===== config.mk =====
export PLATFORM = sky130hd
export DESIGN_NAME = acc_requant
export DESIGN_NICKNAME = d
export VERILOG_FILES = /design/src/rtl/acc_requant.sv
export SDC_FILE = /design/constraint.sdc
export NUM_CORES = 1
export LEC_CHECK = 0
export ABC_AREA = 1
export ABC_CLOCK_PERIOD_IN_PS = 12250
export BUFFER_PORTS_ARGS = -buffer_cell sky130_fd_sc_hd__buf_4
export CAP_MARGIN = 20
export CORE_MARGIN = 1.5
export CORE_UTILIZATION = 62
export CTS_BUF_LIST = sky130_fd_sc_hd__clkbuf_8
export CTS_CLUSTER_DIAMETER = 120
export CTS_CLUSTER_SIZE = 25
export DETAILED_ROUTE_END_ITERATION = 6
export GPL_TIMING_DRIVEN = 1
export HOLD_SLACK_MARGIN = 0.08
export PLACE_DENSITY_LB_ADDON = 0.1
export REMOVE_ABC_BUFFERS = 1
export SLEW_MARGIN = 20
export SYNTH_ARGS = -nofsm -noshare
export SYNTH_HDL_FRONTEND = slang
export SYNTH_SLANG_ARGS = --single-unit

===== constraint.sdc =====
create_clock -name clk -period 12.25 [get_ports clk]
set_input_delay 3.675 -clock clk [delete_from_list [all_inputs] [get_ports clk]]
set_output_delay 3.675 -clock clk [all_outputs]
set_load 0.05 [all_outputs]

===== src/rtl/acc_requant.sv =====
// Accumulate a packet of signed 16-bit products, add bias, then round, shift, ReLU and saturate
// the sum to signed 8-bit. Valid/ready handshake on both the product and the result side.
module acc_requant #(
  parameter int ACC_W = 32,
  parameter int SH_W  = 5
) (
  input  logic             clk,
  input  logic             rstn,
  input  logic             in_valid,
  output logic             in_ready,
  input  logic             in_first,
  input  logic             in_last,
  input  logic [15:0]      in_prod,
  input  logic [ACC_W-1:0] bias,
  input  logic [SH_W-1:0]  shift,
  input  logic             relu_en,
  output logic             out_valid,
  input  logic             out_ready,
  output logic [7:0]       out_data,
  output logic             out_sat,
  output logic             err,
  input  logic             err_clr
);

  typedef enum logic [1:0] {IDLE, ACC, QUANT, OUT} state_t;

  state_t             state_q, state_d;
  logic [ACC_W-1:0]   acc_q, acc_d;
  logic [SH_W-1:0]    shift_q, shift_d;
  logic               relu_q, relu_d;
  logic [7:0]         out_data_q, out_data_d;
  logic               out_sat_q, out_sat_d;
  logic               out_valid_q, out_valid_d;
  logic               err_q, err_d;

  logic               beat_ok;
  logic [ACC_W-1:0]   prod_ext;
  logic signed [ACC_W:0] acc_ext, rnd_w, sum_w, shifted_w, q_w;
  logic               pos_ovf, neg_ovf;
  logic [7:0]         res8;

  assign beat_ok  = in_valid && in_ready;
  assign prod_ext = {{(ACC_W-16){in_prod[15]}}, in_prod};

  // State register
  always_ff @(posedge clk or negedge rstn) begin
    if (!rstn) state_q <= IDLE;
    else       state_q <= state_d;
  end

  // Next-state logic
  always_comb begin
    state_d = state_q;
    case (state_q)
      IDLE, ACC: begin
        if (beat_ok) begin
          if (in_first)                       state_d = in_last ? QUANT : ACC;
          else if (state_q == ACC && in_last) state_d = QUANT;
        end
      end
      QUANT:   state_d = OUT;
      OUT:     if (out_ready) state_d = IDLE;
      default: state_d = IDLE;
    endcase
  end

  // FSM outputs
  always_comb begin
    in_ready = (state_q == IDLE) || (state_q == ACC);
  end

  // Requantisation: one extra bit so the rounding add can never overflow.
  always_comb begin
    acc_ext   = {acc_q[ACC_W-1], acc_q};
    rnd_w     = (shift_q == '0) ? '0 : ((ACC_W+1)'(1) << (shift_q - SH_W'(1)));
    sum_w     = acc_ext + rnd_w;
    shifted_w = sum_w >>> shift_q;
    q_w       = (relu_q && shifted_w[ACC_W]) ? '0 : shifted_w;
    pos_ovf   = !q_w[ACC_W] && (|q_w[ACC_W-1:7]);
    neg_ovf   = q_w[ACC_W] && !(&q_w[ACC_W-1:7]);
    res8      = pos_ovf ? 8'h7F : (neg_ovf ? 8'h80 : q_w[7:0]);
  end

  // Datapath next-state
  always_comb begin
    acc_d       = acc_q;
    shift_d     = shift_q;
    relu_d      = relu_q;
    out_data_d  = out_data_q;
    out_sat_d   = out_sat_q;
    out_valid_d = out_valid_q;
    err_d       = err_clr ? 1'b0 : err_q;
    case (state_q)
      IDLE, ACC: begin
        if (beat_ok) begin
          if (in_first) begin
            // A first beat inside a packet discards the partial sum and restarts.
            acc_d   = bias + prod_ext;
            shift_d = shift;
            relu_d  = relu_en;
            if (state_q == ACC) err_d = 1'b1;
          end else if (state_q == ACC) begin
            acc_d = acc_q + prod_ext;
          end else begin
            err_d = 1'b1;
          end
        end
      end
      QUANT: begin
        out_data_d  = res8;
        out_sat_d   = pos_ovf || neg_ovf;
        out_valid_d = 1'b1;
      end
      OUT: if (out_ready) out_valid_d = 1'b0;
      default: ;
    endcase
  end

  always_ff @(posedge clk or negedge rstn) begin
    if (!rstn) begin
      acc_q       <= '0;
      shift_q     <= '0;
      relu_q      <= 1'b0;
      out_data_q  <= '0;
      out_sat_q   <= 1'b0;
      out_valid_q <= 1'b0;
      err_q       <= 1'b0;
    end else begin
      acc_q       <= acc_d;
      shift_q     <= shift_d;
      relu_q      <= relu_d;
      out_data_q  <= out_data_d;
      out_sat_q   <= out_sat_d;
      out_valid_q <= out_valid_d;
      err_q       <= err_d;
    end
  end

  assign out_valid = out_valid_q;
  assign out_data  = out_data_q;
  assign out_sat   = out_sat_q;
  assign err       = err_q;

endmodule


# == Word level (Yosys, flattened, before mapping) ==
# Index checks and enable logic that the tools add are counted.
# classes
n_div,0
n_bitwise,0
mul,0
shift,2
n_mux,20
n_reduce_logical,20
add_sub_neg,4
n_lt_le_gt_ge,0
eq_ne,6
# ops
cell,n
$mux 33,2
$add 32x32->32,2
$mux 32,2
$add 32x33->33,1
$shl 1x5->33 const A,1
$sshr 33x5->33,1
$reduce_and 25->1,1
$reduce_or 25->1,1
$mux 8,2
$mux 2,5
$reduce_and 3->1,3
$mux 1,7
$pmux 2 s3,1
$logic_and 1x1->1,5
$logic_not 5->1,1
$sub 5x1->5 const B,1
$eq 2x2->1 const B,2
$ne 2x2->1 const B,2
$reduce_bool 2->1,2
$ne 3x3->1 const B,1
$eq 2x1->1 const B,1
$logic_not 1->1,2
$logic_not 2->1,1
$logic_or 1x1->1,2
3 further kinds,3
# word_totals
ff_bits,51
ramBits,0
out_inout_bits,12
mem_bits_ro,0
latchBits,0
inputBits,61
mem_count,0

# == Longest topological paths before layout ==
# logic_depth
depth_word,12
mapped_depth,42
ltp_nobuf,39

# == Least setup slack after synthesis ==
# OpenSTA, ideal clock, no wires.
# synth_path
path_type,input to register
from,input port in_first
to,register acc_q[24]
stages,23
path_buffers,2
t_arrival_ps,6699
path_slack_ps,5428
cell_sequence,clkbuf_1 inv_1 clkbuf_1 nand2_1 nand2_1 ha_1 inv_1 fa_1 inv_1 nand2_1 o21ai_1 a21oi_1 o21ai_1 a21boi_1 o21ai_2 a21boi_1 o21ai_0 a21boi_1 o21bai_1 nand2_1 nand2_1 xnor2_1 o21ai_1
# synth_via
elab_chain_len,2
word_cells_on_any_way,3
cone_classes,mux: 1; reduce/logical: 2
# synth_lines
element,line,text
from (decl),11,"input logic in_first,"
$reduce_bool 2->1 (no line),-,
$reduce_and 3->1 (no line),-,
to (signal assigned),121,acc_q <= '0;
to (signal assigned),129,acc_q <= acc_d;
to (decl),28,"logic [ACC_W-1:0] acc_q, acc_d;"
# Several ways; a longest one is shown, not always the timed one.
# A chain may end at the register's enable or synchronous reset.

# == Worst setup path in the final report ==
# layout_path
from,input port in_first
to,register acc_q[29]
# The elaborated chain is that of the path after synthesis.

==> impl_summary.log <==
INFO  metric worst_hold_path_type = reg2reg
INFO  metric layout-drive-gt1-share = 7.84%
INFO  metric use_met2 = between 50% and 60%
INFO  metric synth_seq_cells = 51
INFO  metric cp-end-kind = flip-flop
INFO  metric post_synth_instance_area = between 8000 and 9000 um2
INFO  metric yosysTopAreaCellShare = 26.4%
INFO  metric setup_viol_count_final = 0
INFO  metric synthCells = 1616
INFO  metric overflow = 0
INFO  metric initial_antenna_violation_count = 0
INFO  metric cp_data_arrival_time = ~8.1 ns
INFO  metric setup.worst_path.start_class = input port
INFO  metric ios = 73
INFO  metric yosys-mux-area-fraction = less than 1%
INFO  metric ys_types = 47
INFO  metric worst_skew_pair.late_latency = 0.35 ns
INFO  metric leakage = 5.45 nW
INFO  metric ys_seq_area_share = between 10% and 20%
INFO  metric antenna_left = 0
INFO  metric most_common_flop_cell_mapped_by_yosys = sky130_fd_sc_hd__dfrtp_1
INFO  metric cts.repair.resized = 0
INFO  metric initial_core_util = between 60% and 70%
INFO  metric drt-initial-drc-count = 772
INFO  metric grt_max_degree = 56
INFO  metric gpl.final_weighted_congestion = approximately 1
INFO  metric detail_route.first_pass.iterations = 5
INFO  metric finish.utilization = roughly two thirds
INFO  metric core = ~14000 um2
INFO  metric synth.area.top_cells = sky130_fd_sc_hd__nand2_1 (26%), sky130_fd_sc_hd__dfrtp_1 (15%), sky130_fd_sc_hd__nand3_1 (13%), sky130_fd_sc_hd__inv_1 (9.3%), sky130_fd_sc_hd__ha_1 (9.0%)
INFO  metric dpl.hpwl = 21.6 mm
INFO  metric die-height = 122 um
INFO  metric antenna-diode-count = 0
INFO  metric area.sequential = roughly 1300 um2
INFO  metric route.detailed.vias_per_inst = 5.62
INFO  metric critPathMaxFanout = 40
INFO  metric num-nets-final = between 1500 and 2000
INFO  metric finalMaxSlewViolations = 0
INFO  metric synth_simple_gate_area_share = 49.5%
INFO  metric async_reset_ff_share = 100%
INFO  metric final_cell_mix = sky130_fd_sc_hd__nand2_1 (613), sky130_fd_sc_hd__nand3_1 (233), sky130_fd_sc_hd__inv_1 (215)
INFO  metric design_area = 9430 um2
INFO  metric max-clock-path-buffers = 2
INFO  metric final_hold_viol_count = 0
INFO  metric cts.hold.buffers_added = 0
INFO  metric power.ir.vdd_worst = 0.104 mV
INFO  metric fillerInstances = roughly 1400
INFO  metric cts-htree-levels = 2
INFO  metric synthAdderAreaFrac = 9.51%
INFO  metric tritoncts = yes
INFO  metric synth.avg_cell_area = 5.39 um2
INFO  metric dpl-instance-area = 9350 um2
INFO  metric post-route-drc-count = 0
INFO  metric final_common_cell = sky130_fd_sc_hd__nand2_1
INFO  metric synth_enable_flop_cells = 0
INFO  metric clock_sinks = 51
INFO  metric rows = 43
INFO  metric place.port_buffers = slightly above 70
INFO  metric maxSlewHeadroom = 29.2%
INFO  metric crit_required = 12.45 ns
INFO  metric first_global_vias = ~9000
INFO  metric fp.dieArea = 14800 um2
INFO  metric cts.root.buffer_cell = sky130_fd_sc_hd__clkbuf_8
INFO  metric library_cell_with_the_largest_summed_area_after_synthesis = sky130_fd_sc_hd__nand2_1
INFO  metric clock_skew = ~0.027 ns
INFO  metric rsz_0062_raised_after_global_routing = no
INFO  metric route.final.wire_length = 26.4 mm
INFO  metric groute.usage.overall = 36.6%
INFO  metric grt_pass1_wl = around 43 mm
INFO  metric postCtsSetupBuffers = 0
INFO  metric die_w = 122 um
INFO  metric use_met1 = between 40 and 50%
INFO  metric fin_tns_setup = 0 ns
INFO  metric global_routing_met3_resource_utilization = ~6.0%
INFO  metric synth_top_family_by_area = simple AND/OR/NAND/NOR gates
INFO  metric clock_buffers_created_by_tritoncts = 5
INFO  metric outcome = finished, final reports clean
INFO  metric synthToLayoutAreaGrowth = 8.21%
INFO  metric worst_setup_hold_path_clk_slew = 0.10 ns
INFO  metric max_clock_freq = 0.127 GHz
INFO  metric worstSetupPathType = in2reg
INFO  metric layer_with_the_highest_usage = met2
INFO  metric pwr_density_cell = 250 nW/um2
INFO  metric synth.yosys.warnings = 0
INFO  metric final_hold_slack = 0.487 ns
INFO  metric dr_total_vias = 10300
INFO  metric worst_slew_pin_slew = 1.06 ns
INFO  metric fraction_of_the_mapped_netlist_area_in_compound_gates = a little over a tenth
INFO  metric multi_input_gate_area_in_the_final_layout = 6390 um2
INFO  metric synth_xor_area_share = 3.52%
INFO  metric post_route_clock_period_utilization = ~64%
INFO  metric timing.max_cap.violations = 0
INFO  metric wl_per_cell = around 14 um
INFO  metric fin_crit = 7.89 ns
==> synthesized netlist by cell type (2+ instances only) <==
| cell type | instances |
|---|---|
| sky130_fd_sc_hd__o211ai_1 | 3 |
| sky130_fd_sc_hd__nor2_4 | 2 |
| sky130_fd_sc_hd__a21oi_1 | 71 |
| sky130_fd_sc_hd__buf_1 | 8 |
| sky130_fd_sc_hd__nor2_2 | 8 |
| sky130_fd_sc_hd__nor3_1 | 4 |
| sky130_fd_sc_hd__o21ai_1 | 4 |
| sky130_fd_sc_hd__clkbuf_1 | 23 |
| sky130_fd_sc_hd__or2_2 | 5 |
| sky130_fd_sc_hd__o2111ai_1 | 2 |
| sky130_fd_sc_hd__inv_2 | 3 |
| sky130_fd_sc_hd__a21boi_1 | 3 |
| sky130_fd_sc_hd__ha_1 | 63 |
| sky130_fd_sc_hd__fa_1 | 2 |
| sky130_fd_sc_hd__buf_2 | 13 |
| sky130_fd_sc_hd__dfrtp_1 | 51 |
| sky130_fd_sc_hd__nand3_1 | 233 |
| sky130_fd_sc_hd__nand2_4 | 4 |
| sky130_fd_sc_hd__xnor2_1 | 18 |
| sky130_fd_sc_hd__nand2_1 | 613 |
| sky130_fd_sc_hd__xor2_1 | 17 |
| sky130_fd_sc_hd__inv_1 | 215 |
| sky130_fd_sc_hd__mux2i_1 | 2 |
| sky130_fd_sc_hd__o21a_1 | 3 |
| sky130_fd_sc_hd__nand4_1 | 13 |
| sky130_fd_sc_hd__nand3_2 | 3 |
| sky130_fd_sc_hd__clkinv_1 | 6 |
| sky130_fd_sc_hd__nor2_1 | 120 |
| sky130_fd_sc_hd__o21bai_1 | 3 |
| sky130_fd_sc_hd__o21ai_0 | 62 |
| sky130_fd_sc_hd__nand2_2 | 15 |
| sky130_fd_sc_hd__a21o_1 | 2 |
| sky130_fd_sc_hd__a31oi_1 | 8 |
==> through the flow <==
step,power (mW),instances,worst slack [ns]
final,2.36,1838,4.36
after global routing,2.59,1838,3.86
after CTS,2.32,1838,4.48
after detailed placement,2.20,1831,4.13
after global placement,2.17,1831,4.28
after floorplan,1.72,1570,5.44
==> cell type report <==
class | count | area share [%]
clock buffer | 5 | 0.730
clock inverter | 2 | 0.146
inverter | 225 | 8.98
multi-input combinational | 1294 | 67.8
sequential | 51 | 13.5
tap | 180 | 2.39
timing repair buffer | 81 | 6.45
==> cells by family (layout without fill, tap and decap cells) <==
group                      Yosys count  count (layout)
other                                1               1
buffers and inverters              271             313
xor gates and xnor gates            35              35
DFF                                 51              51
AOI/OAI and AO/OA                  168             168
adders and majority gates           65              65
muxes                                2               2
and+or+nand+nor                   1023            1023
==> power breakdown <==
| part | internal (mW) | switching (mW) | total (mW) |
|---|---|---|---|
| Sequential | 0.251 | 0.0656 | 0.316 |
| Clock | 0.0394 | 0.0670 | 0.106 |
| Combinational | 0.622 | 1.32 | 1.94 |
| Total | 0.912 | 1.45 | 2.36 |
==> path summary, 6_finish.rpt <==
path / start / slack [ns] / cells past startpoint / end
setup / recovery: in_first / 4.36 / 20 / acc_q[29]$_DFFE_PN0P_
setup reg to reg: shift_q[1]$_DFFE_PN0P_ / 6.26 / 35 / out_data[3]$_DFFE_PN0P_
hold / removal: out_data[2]$_DFFE_PN0P_ / 0.49 / 2 / out_data[2]$_DFFE_PN0P_
max in group asynchronous: rstn / 8.42 / 1 / acc_q[20]$_DFFE_PN0P_
hold reg to reg: out_data[2]$_DFFE_PN0P_ / 0.49 / 2 / out_data[2]$_DFFE_PN0P_
min in group asynchronous: rstn / 3.35 / 1 / acc_q[2]$_DFFE_PN0P_
==> worst max-delay path, cell delays in order <==
cell and delay, ns:
sky130_fd_sc_hd__buf_4 0.35, sky130_fd_sc_hd__inv_1 0.58, sky130_fd_sc_hd__or2_2 0.48, sky130_fd_sc_hd__o21ai_0 0.14
sky130_fd_sc_hd__inv_1 0.08, sky130_fd_sc_hd__ha_1 0.28, sky130_fd_sc_hd__nand3_1 0.08, sky130_fd_sc_hd__nand2_1 0.12
sky130_fd_sc_hd__a31oi_1 0.15, sky130_fd_sc_hd__o21ai_0 0.34, sky130_fd_sc_hd__nand3_1 0.11, sky130_fd_sc_hd__nand2_1 0.12
sky130_fd_sc_hd__nand3_1 0.09, sky130_fd_sc_hd__nand2_1 0.14, sky130_fd_sc_hd__a21oi_1 0.12, sky130_fd_sc_hd__o21ai_0 0.49
sky130_fd_sc_hd__a31oi_1 0.22, sky130_fd_sc_hd__o21ai_0 0.23, sky130_fd_sc_hd__xor2_1 0.15, sky130_fd_sc_hd__o21ai_0 0.08
==> sequential cells by signal (all words and copies together) (netlist names) <==
register   count
out_data       8
out_sat        1
acc_q         32
state_q        2
out_valid      1
shift_q        5
relu_q         1
err            1
==> per-layer routing <==
metal / share of wire, % / routed length (um)
met5: 0 / 0
met1: 45 / 11800
met3: 7.4 / 1960
met4: 4.2 / 1120
met2: 44 / 11500
Note: power is estimated with default switching activity, not from simulation.
